[src/rtl/gray_counter_sched_pkg.sv]
// rtl/gray_counter_sched_pkg.sv - op and FSM state types for the shared Gray counter scheduler
package gray_counter_sched_pkg;

  typedef enum logic [1:0] {
    OP_INC    = 2'd0,
    OP_DEC    = 2'd1,
    OP_LDBIN  = 2'd2,
    OP_LDGRAY = 2'd3
  } op_t;

  typedef enum logic [1:0] {
    IDLE    = 2'd0,
    ISSUE   = 2'd1,
    CAPTURE = 2'd2
  } state_t;

endpackage

[src/rtl/rr_arbiter.sv]
// rtl/rr_arbiter.sv - combinational round-robin pick: first valid request at or after ptr, with wrap
module rr_arbiter #(
  parameter int NREQ = 4,
  parameter int IDXW = (NREQ > 1) ? $clog2(NREQ) : 1
) (
  input  logic [NREQ-1:0] req,
  input  logic [IDXW-1:0] ptr,
  output logic [NREQ-1:0] grant,
  output logic [IDXW-1:0] idx,
  output logic            found
);

  always_comb begin
    int j;
    grant = '0;
    idx   = '0;
    found = 1'b0;
    j     = 0;
    for (int i = 0; i < NREQ; i++) begin
      j = int'(ptr) + i;
      if (j >= NREQ) j = j - NREQ;
      if (!found && req[j]) begin
        found    = 1'b1;
        grant[j] = 1'b1;
        idx      = j[IDXW-1:0];
      end
    end
  end

endmodule

[src/rtl/gray_counter_sched.sv]
// rtl/gray_counter_sched.sv - round-robin scheduler sharing one GrayCounter among NREQ requesters
module gray_counter_sched
  import gray_counter_sched_pkg::*;
#(
  parameter int WIDTH    = 10,
  parameter int NREQ     = 4,
  parameter int SATURATE = 0
) (
  input  logic                  CLK,
  input  logic                  RST,
  input  logic [NREQ-1:0]       req_valid,
  input  logic [2*NREQ-1:0]     req_op,
  input  logic [WIDTH*NREQ-1:0] req_data,
  output logic [NREQ-1:0]       req_ready,
  output logic [NREQ-1:0]       resp_valid,
  output logic [WIDTH-1:0]      resp_bin,
  output logic [WIDTH-1:0]      resp_gray,
  output logic                  resp_err,
  output logic                  increment__ENA,
  input  logic                  increment__RDY,
  output logic                  decrement__ENA,
  input  logic                  decrement__RDY,
  output logic                  writeBin__ENA,
  output logic [WIDTH-1:0]      writeBin_v,
  input  logic                  writeBin__RDY,
  output logic                  writeGray__ENA,
  output logic [WIDTH-1:0]      writeGray_v,
  input  logic                  writeGray__RDY,
  input  logic [WIDTH-1:0]      readBin,
  input  logic [WIDTH-1:0]      readGray
);

  localparam int IDXW = (NREQ > 1) ? $clog2(NREQ) : 1;
  localparam logic [WIDTH-1:0] ALL_ONES = '1;

  state_t           state;
  state_t           state_nxt;
  logic [IDXW-1:0]  rr_ptr;
  logic [IDXW-1:0]  ptr_nxt;
  logic [IDXW-1:0]  idx_q;
  op_t              op_q;
  logic [WIDTH-1:0] data_q;
  logic             err_q;
  logic [WIDTH-1:0] bin_q;
  logic [WIDTH-1:0] gray_q;
  logic             err_hold;

  logic [NREQ-1:0]  grant;
  logic [IDXW-1:0]  grant_idx;
  logic             found;
  op_t              sel_op;
  logic [WIDTH-1:0] sel_data;
  logic             op_rdy;
  logic             sat;
  logic             issuing;

  rr_arbiter #(
    .NREQ (NREQ),
    .IDXW (IDXW)
  ) u_arb (
    .req   (req_valid),
    .ptr   (rr_ptr),
    .grant (grant),
    .idx   (grant_idx),
    .found (found)
  );

  always_comb begin
    sel_op   = OP_INC;
    sel_data = '0;
    for (int i = 0; i < NREQ; i++) begin
      if (grant_idx == i[IDXW-1:0]) begin
        sel_op   = op_t'(req_op[2*i +: 2]);
        sel_data = req_data[WIDTH*i +: WIDTH];
      end
    end
  end

  assign ptr_nxt = (grant_idx == IDXW'(NREQ - 1)) ? '0 : grant_idx + 1'b1;

  always_comb begin
    case (op_q)
      OP_INC:    op_rdy = increment__RDY;
      OP_DEC:    op_rdy = decrement__RDY;
      OP_LDBIN:  op_rdy = writeBin__RDY;
      OP_LDGRAY: op_rdy = writeGray__RDY;
      default:   op_rdy = 1'b0;
    endcase
  end

  // A suppressed op still completes through CAPTURE so the requester gets resp_err.
  always_comb begin
    sat = 1'b0;
    if (SATURATE != 0) begin
      if (op_q == OP_INC && readBin == ALL_ONES) sat = 1'b1;
      if (op_q == OP_DEC && readBin == '0)       sat = 1'b1;
    end
  end

  always_ff @(posedge CLK) begin
    if (RST) state <= IDLE;
    else     state <= state_nxt;
  end

  always_ff @(posedge CLK) begin
    if (RST) begin
      rr_ptr   <= '0;
      idx_q    <= '0;
      op_q     <= OP_INC;
      data_q   <= '0;
      err_q    <= 1'b0;
      bin_q    <= '0;
      gray_q   <= '0;
      err_hold <= 1'b0;
    end else begin
      case (state)
        IDLE: begin
          if (found) begin
            idx_q  <= grant_idx;
            op_q   <= sel_op;
            data_q <= sel_data;
            rr_ptr <= ptr_nxt;
          end
        end
        ISSUE:   err_q <= sat;
        CAPTURE: begin
          bin_q    <= readBin;
          gray_q   <= readGray;
          err_hold <= err_q;
        end
        default: ;
      endcase
    end
  end

  always_comb begin
    state_nxt = state;
    case (state)
      IDLE:    if (found) state_nxt = ISSUE;
      ISSUE:   if (sat || op_rdy) state_nxt = CAPTURE;
      CAPTURE: state_nxt = IDLE;
      default: state_nxt = IDLE;
    endcase
  end

  // Responses are live from the counter during CAPTURE, then held by the registers.
  always_comb begin
    issuing        = (state == ISSUE) && !RST && !sat;
    req_ready      = '0;
    resp_valid     = '0;
    increment__ENA = 1'b0;
    decrement__ENA = 1'b0;
    writeBin__ENA  = 1'b0;
    writeGray__ENA = 1'b0;
    writeBin_v     = '0;
    writeGray_v    = '0;
    if (state == IDLE && !RST) req_ready = grant;
    if (state == CAPTURE && !RST) resp_valid[idx_q] = 1'b1;
    if (issuing) begin
      case (op_q)
        OP_INC:    increment__ENA = increment__RDY;
        OP_DEC:    decrement__ENA = decrement__RDY;
        OP_LDBIN: begin
          writeBin__ENA = writeBin__RDY;
          writeBin_v    = data_q;
        end
        OP_LDGRAY: begin
          writeGray__ENA = writeGray__RDY;
          writeGray_v    = data_q;
        end
        default: ;
      endcase
    end
    resp_bin  = (state == CAPTURE) ? readBin  : bin_q;
    resp_gray = (state == CAPTURE) ? readGray : gray_q;
    resp_err  = (state == CAPTURE) ? err_q    : err_hold;
  end

endmodule

[config.mk]
export PLATFORM = sky130hd
export DESIGN_NAME = gray_counter_sched
export DESIGN_NICKNAME = d
export VERILOG_FILES = /design/src/rtl/gray_counter_sched_pkg.sv /design/src/rtl/rr_arbiter.sv /design/src/rtl/gray_counter_sched.sv
export SDC_FILE = /design/constraint.sdc
export NUM_CORES = 1
export LEC_CHECK = 0
export ABC_AREA = 1
export BUFFER_PORTS_ARGS = -buffer_cell sky130_fd_sc_hd__buf_4
export CAP_MARGIN = 25
export CORE_ASPECT_RATIO = 2
export CORE_MARGIN = 2
export CORE_UTILIZATION = 30
export CTS_BUF_LIST = sky130_fd_sc_hd__clkbuf_4
export CTS_CLUSTER_SIZE = 30
export DETAILED_ROUTE_END_ITERATION = 8
export GPL_TIMING_DRIVEN = 0
export SETUP_SLACK_MARGIN = 0.15
export SLEW_MARGIN = 20
export SYNTH_ARGS = -nofsm -noshare
export SYNTH_HDL_FRONTEND = slang
export SYNTH_SLANG_ARGS = --single-unit
[constraint.sdc]
create_clock -name CLK -period 5.45 [get_ports CLK]
set_input_delay 1.635 -clock CLK [delete_from_list [all_inputs] [get_ports CLK]]
set_output_delay 1.635 -clock CLK [all_outputs]
set_load 0.01 [all_outputs]
==> results.toml, run 1 <==
[placed_design]
dp_hpwl_mm = 6.78
gp_congestion = 0.854
pre_cts_ws_ps = 749
dp.cells = 610
placed_area_mm2 = 0.00371
portBuffers = 129

[critical_path]
r2r_setup_slack_ps = 2010
startpoint_type = "input port"
worstReg2RegStart = "rr_ptr[1]$_SDFFE_PP0P_"
arrival_ps = 3030
r2r_end = "op_q[1]$_SDFFE_PP0P_"
cp-end-kind = "output pin"
worstSetupPathType = "input port to output pin"
r2r_cells = 17
cp.required_ps = 3820
path_max_fanout = 10

[final_layout]
final_common_cell = "buf_4"
final_util_pct = 43.9
areaGrowthSynthToFinish_pct = 43.9
fillers = 907
final_cell_mix = "129 x buf_4, 56 x inv_1, 47 x o21ai_0"
nets = 604
antenna_cells = 0
drive_gt1_share_pct = 35.9
design_area_mm2 = 0.00377
final_cells = 618

[route]
wl_mm = 8.17
drcViolationCount = 0
detail_route.iter0.violations = 134
vias_per_cell = 4.77
wl_per_cell_um = 13.2
firstDrtPassIters = 4
via_count = 2945
ant_nets = 0

[sta]
setup_violations = 0
finalWorstSetupSlack_ps = 784
whs_ps = 455
worst_pin_slew_ps = 513
maxSlewHeadroom_pct = 65.5
drv_slew = 0
finalClockSkew_ps = 14.8
rsz0062_at_grt = "false"
fin_setup_tns_ps = 0
period_needed_ps = 4670
finalHoldViolations = 0
fmax_mhz = 214
period_share_pct = 85.6

[clocking]
htreeDepth = 2
clkTransAtPathRegs_ps = 110
cts_tree = "done"
clockBufferDepth = 2
numCtsBuffers = 5
cts_sinks = 39
insertion_delay_ps = 370
post_cts_buffers = 0
cts_resized = 0
cts-root-buf = "clkbuf_4"
holdBufCountCts = 0

[logic_synthesis]
synth_seq_cells = 39
synth_warnings = 0
syn_nets = 468
yosys-mux-area-fraction_pct = 0
synth_cells = 381
synthDistinctLibCells = 32
synth_area_mm2 = 0.00262
synth-xor-area-share_pct = 0
synth_fa_ha_area_share_pct = 4.30
yosys.area_share.simple_pct = 30.5
synth_top_family_by_area = "simple AND/OR/NAND/NOR gates"
synth_compound_area_share_pct = 22.0
synth_seq_area_share_pct = 29.8
postSynthAreaPerCell_um2 = 6.88

[hold_path]
hold_class = "flop to flop"
hold_depth = 2
min_to = "err_hold$_SDFF_PP0_"
hp-start = "err_hold$_SDFF_PP0_"

[pwr]
ir_worst_vdd_uv = 184
p_leak_nw = 1.95
total_power_mw = 1.79
power_density_mw_per_mm2 = 475

[grt]
antenna_found_initial = 0
grt_pass1_wl_mm = 13.0
gr-usage-all-layers_pct = 16.8
grt_max_degree = 13
grt_pass1_vias = 2865
overflow = 0

[floorplan]
io-pin-count = 131
start_util_pct = 30.5
die_area_mm2 = 0.00954
fp.coreArea_mm2 = 0.00859
die_h_um = 136
die_w_um = 70.1
num_rows = 48

[flow_run]
drv_cap = 0

[outcome]
status = "finished, final reports clean"
[power by group]
group	switching [mW]	internal, mW
combinational	0.745	0.493
sequential	0.0435	0.356
clock	0.101	0.0548
[worst max-delay path by stage]
stage / from / end / slack (ps) / cells past startpoint
2_1_floorplan: RST / writeBin_v[0] / 1190 / 5
3_3_place_gp: RST / writeGray_v[6] / 760 / 6
3_5_place_dp: RST / writeGray_v[6] / 750 / 6
4_1_cts: RST / writeGray_v[6] / 740 / 6
5_1_grt: RST / writeBin_v[0] / 700 / 6
6_report: RST / writeGray_v[6] / 780 / 6
[registers in the layout (all words and copies together) (netlist names)]
register	flops
idx_q	2
state	2
rr_ptr	2
op_q	2
err_hold	1
data_q	10
bin_q	10
gray_q	10
[worst max-delay path, cell delays in order]
cell	delay (ps)
buf_2	150
inv_1	200
nand3_1	300
clkbuf_1	320
nor3_1	260
buf_4	170
[per-layer routing]
metal	wire (um)	vias to the layer above	track usage, %	share of wire, %
li1	-	1529	-	-
met1	2770	1291	15.5	34
met2	4620	112	34.2	57
met3	599	13	4.30	7.3
met4	179	0	6.20	2.2
met5	0	-	0	0
[logic make-up after synthesis]
family / count (synthesis)
buffers and inverters: 81
AND/OR/NAND/NOR: 153
adder cells (fa/ha/maj): 9
AO/OA/AOI/OAI: 99
flip-flops: 39
[cell usage after synthesis]
library cell | count | area, um2
nand4_4 | 1 | 21.3
buf_2 | 2 | 10.0
nand3_2 | 2 | 20.0
nand3_1 | 12 | 60.1
nand4_1 | 2 | 12.5
o21ai_0 | 47 | 235
nand3_4 | 1 | 17.5
a22oi_1 | 15 | 113
buf_6 | 2 | 22.5
inv_6 | 2 | 17.5
ha_1 | 9 | 113
nand2_8 | 1 | 20.0
a21oi_1 | 16 | 80.1
o21ai_1 | 5 | 25.0
nand2_4 | 4 | 45.0
nor3b_1 | 1 | 7.51
inv_2 | 1 | 3.75
o21ai_2 | 1 | 8.76
o211ai_1 | 13 | 97.6
nor2_1 | 35 | 131
buf_1 | 1 | 3.75
or2_2 | 21 | 131
nor3_1 | 29 | 145
clkbuf_1 | 15 | 56.3
nor2_4 | 1 | 11.3
a21oi_2 | 2 | 17.5
nand2_1 | 37 | 139
dfxtp_1 | 39 | 781
inv_1 | 56 | 210
buf_8 | 1 | 15.0
inv_8 | 1 | 11.3
nand2_2 | 6 | 37.5
[final cells by class]
type                       instances  area, um2  area share (%)
buffer                            21        108            2.85
clock buffer                       6       45.0            1.19
clock inverter                     2       12.5           0.332
inverter                          60        243            6.44
multi-input combinational        261       1490            39.5
sequential                        39        781            20.7
tap                              100        125            3.32
timing repair buffer             129        968            25.7
Power figures use the tool's default switching activity.
==> run 2: changes to the inputs <==
--- a/config.mk
+++ b/config.mk
@@ -10,11 +10,12 @@
 export CAP_MARGIN = 25
 export CORE_ASPECT_RATIO = 2
 export CORE_MARGIN = 2
-export CORE_UTILIZATION = 30
+export CORE_UTILIZATION = 45
 export CTS_BUF_LIST = sky130_fd_sc_hd__clkbuf_4
 export CTS_CLUSTER_SIZE = 30
 export DETAILED_ROUTE_END_ITERATION = 8
 export GPL_TIMING_DRIVEN = 0
+export PLACE_DENSITY = 0.79
 export SETUP_SLACK_MARGIN = 0.15
 export SLEW_MARGIN = 20
 export SYNTH_ARGS = -nofsm -noshare
==> constraint.sdc (replaced) <==
create_clock -name CLK -period 5.6 [get_ports CLK]
set_input_delay 1.68 -clock CLK [delete_from_list [all_inputs] [get_ports CLK]]
set_output_delay 1.68 -clock CLK [all_outputs]
set_load 0.01 [all_outputs]
==> results.toml, run 2 (synthesized netlist as in run 1, its figures left out) <==
[critical_path]
path_max_fanout = 10
cp_num_buf_inv = 4
arrival_ps = 3010
cp.required_ps = 3920
cpPeakStageDelay_ps = 310
critical_path.top_delay_family = "buffers and inverters"
worstReg2RegStart = "rr_ptr[1]$_SDFFE_PP0P_"
path_cells = "buf_2 -> inv_1 -> nand3_1 -> clkbuf_1 -> nor3_1 -> buf_4"
r2r_setup_slack_ps = 2170
r2r_cells = 15
slowest_stage = "clkbuf_1"
cp-end-kind = "output pin"
r2r_end = "op_q[1]$_SDFFE_PP0P_"
startpoint_type = "input port"
worstSetupPathType = "input port to output pin"

[final_layout]
final_cells = 579
nets = 604
fillers = 559
final_util_pct = 65.8
reg_top3 = "bin_q x10, data_q x10, gray_q x10"
drive_gt1_share_pct = 35.9
antenna_cells = 0
areaGrowthSynthToFinish_pct = 42.1
final_common_cell = "buf_4"
design_area_mm2 = 0.00372
final_cell_mix = "129 x buf_4, 56 x inv_1, 47 x o21ai_0"

[pwr]
p_comb_share_pct = 69.1
ir_worst_vdd_uv = 471
total_power_mw = 1.74
p_seq_share_pct = 22.3
power.internal_mw = 0.884
sw_frac_of_total_pct = 49.2
switching_power_mw = 0.856
clockPowerShare_pct = 8.5
p_leak_nw = 1.96
power_density_mw_per_mm2 = 468

[route]
ant_nets = 0
wl_mm = 7.71
detail_route.iter0.violations = 135
firstDrtPassIters = 4
drcViolationCount = 0
vias_per_cell = 5.13
via_count = 2973
wl_per_cell_um = 13.3

[grt]
overflow = 0
antenna_found_initial = 0
grt_pass1_vias = 3007
grt_max_degree = 12
gr-usage-all-layers_pct = 24.7
grt_pass1_wl_mm = 12.7

[hold_path]
hold_depth = 2
hold_class = "flop to flop"
min_to = "err_hold$_SDFF_PP0_"
hp-start = "err_hold$_SDFF_PP0_"

[clocking]
post_cts_buffers = 0
insertion_delay_ps = 360
cts-root-buf = "clkbuf_4"
numCtsBuffers = 5
cts_tree = "done"
clkTransAtPathRegs_ps = 110
clockBufferDepth = 2
cts_resized = 0
holdBufCountCts = 0
htreeDepth = 2
cts_sinks = 39

[placed_design]
gp_congestion = 0.853
dp.cells = 571
dp_hpwl_mm = 6.37
placed_area_mm2 = 0.00366
portBuffers = 129

[sta]
drv_slew = 0
setup_violations = 0
finalClockSkew_ps = 8.33
period_share_pct = 83.7
rsz0062_at_grt = "false"
maxSlewHeadroom_pct = 66.6
fin_setup_tns_ps = 0
fmax_mhz = 213
finalHoldViolations = 0
worst_pin_slew_ps = 497
period_needed_ps = 4690

[floorplan]
die_w_um = 58.0
start_util_pct = 46.3
fp.coreArea_mm2 = 0.00566
die_area_mm2 = 0.00649
die_h_um = 112
io-pin-count = 131
num_rows = 39

[outcome]
status = "finished, final reports clean"

[flow_run]
drv_cap = 0
-- run 2: metrics by stage --
step,hold slack (ps),worst slack [ps]
final,452,915
after global routing,478,754
after CTS,460,897
after detailed placement,442,900
after global placement,431,922
after floorplan,421,1250
-- run 2: worst max-delay path by stage --
stage,from,to,slack [ps],cells past startpoint
final,RST,writeGray_v[4],910,6
after CTS,RST,writeGray_v[0],900,6
after detailed placement,RST,writeGray_v[0],900,6
after global placement,RST,writeGray_v[6],920,6
after global routing,RST,writeBin_v[1],750,6
after floorplan,RST,writeBin_v[0],1250,5
-- run 2: area by class of cell --
cell class | instances | area [um2] | area share, %
multi-input combinational | 261 | 1490 | 40.0
tap | 61 | 76.3 | 2.05
timing repair buffer | 129 | 968 | 26.0
inverter | 60 | 243 | 6.52
sequential | 39 | 781 | 21.0
clock inverter | 1 | 5.00 | 0.134
clock buffer | 7 | 52.6 | 1.41
buffer | 21 | 108 | 2.89
-- run 2: power groups by stage --
stage               Clock [mW]  Combinational (mW)  Sequential (mW)
finish                   0.149                1.20            0.388
global route             0.162                1.36            0.398
CTS                      0.155                1.21            0.388
detailed placement           0                1.20            0.393
global placement             0                1.17            0.392
floorplan                    0               0.878            0.381
-- run 2: routing by layer --
layer  GRT usage (%)  wire length (um)  vias to the layer above  part of all wire, %
met2            48.0              4390                      113                   57
met4            9.77               179                        0                  2.3
met5               0                 0                        -                    0
li1                -                 -                     1524                    -
met1            22.8              2600                     1320                   34
met3            6.85               536                       16                  7.0
-- run 2: tightest hold or removal path, stage by stage, from the launching register on --
cell and delay, ps:
dfxtp_1 320, inv_1 60, nor3_1 50
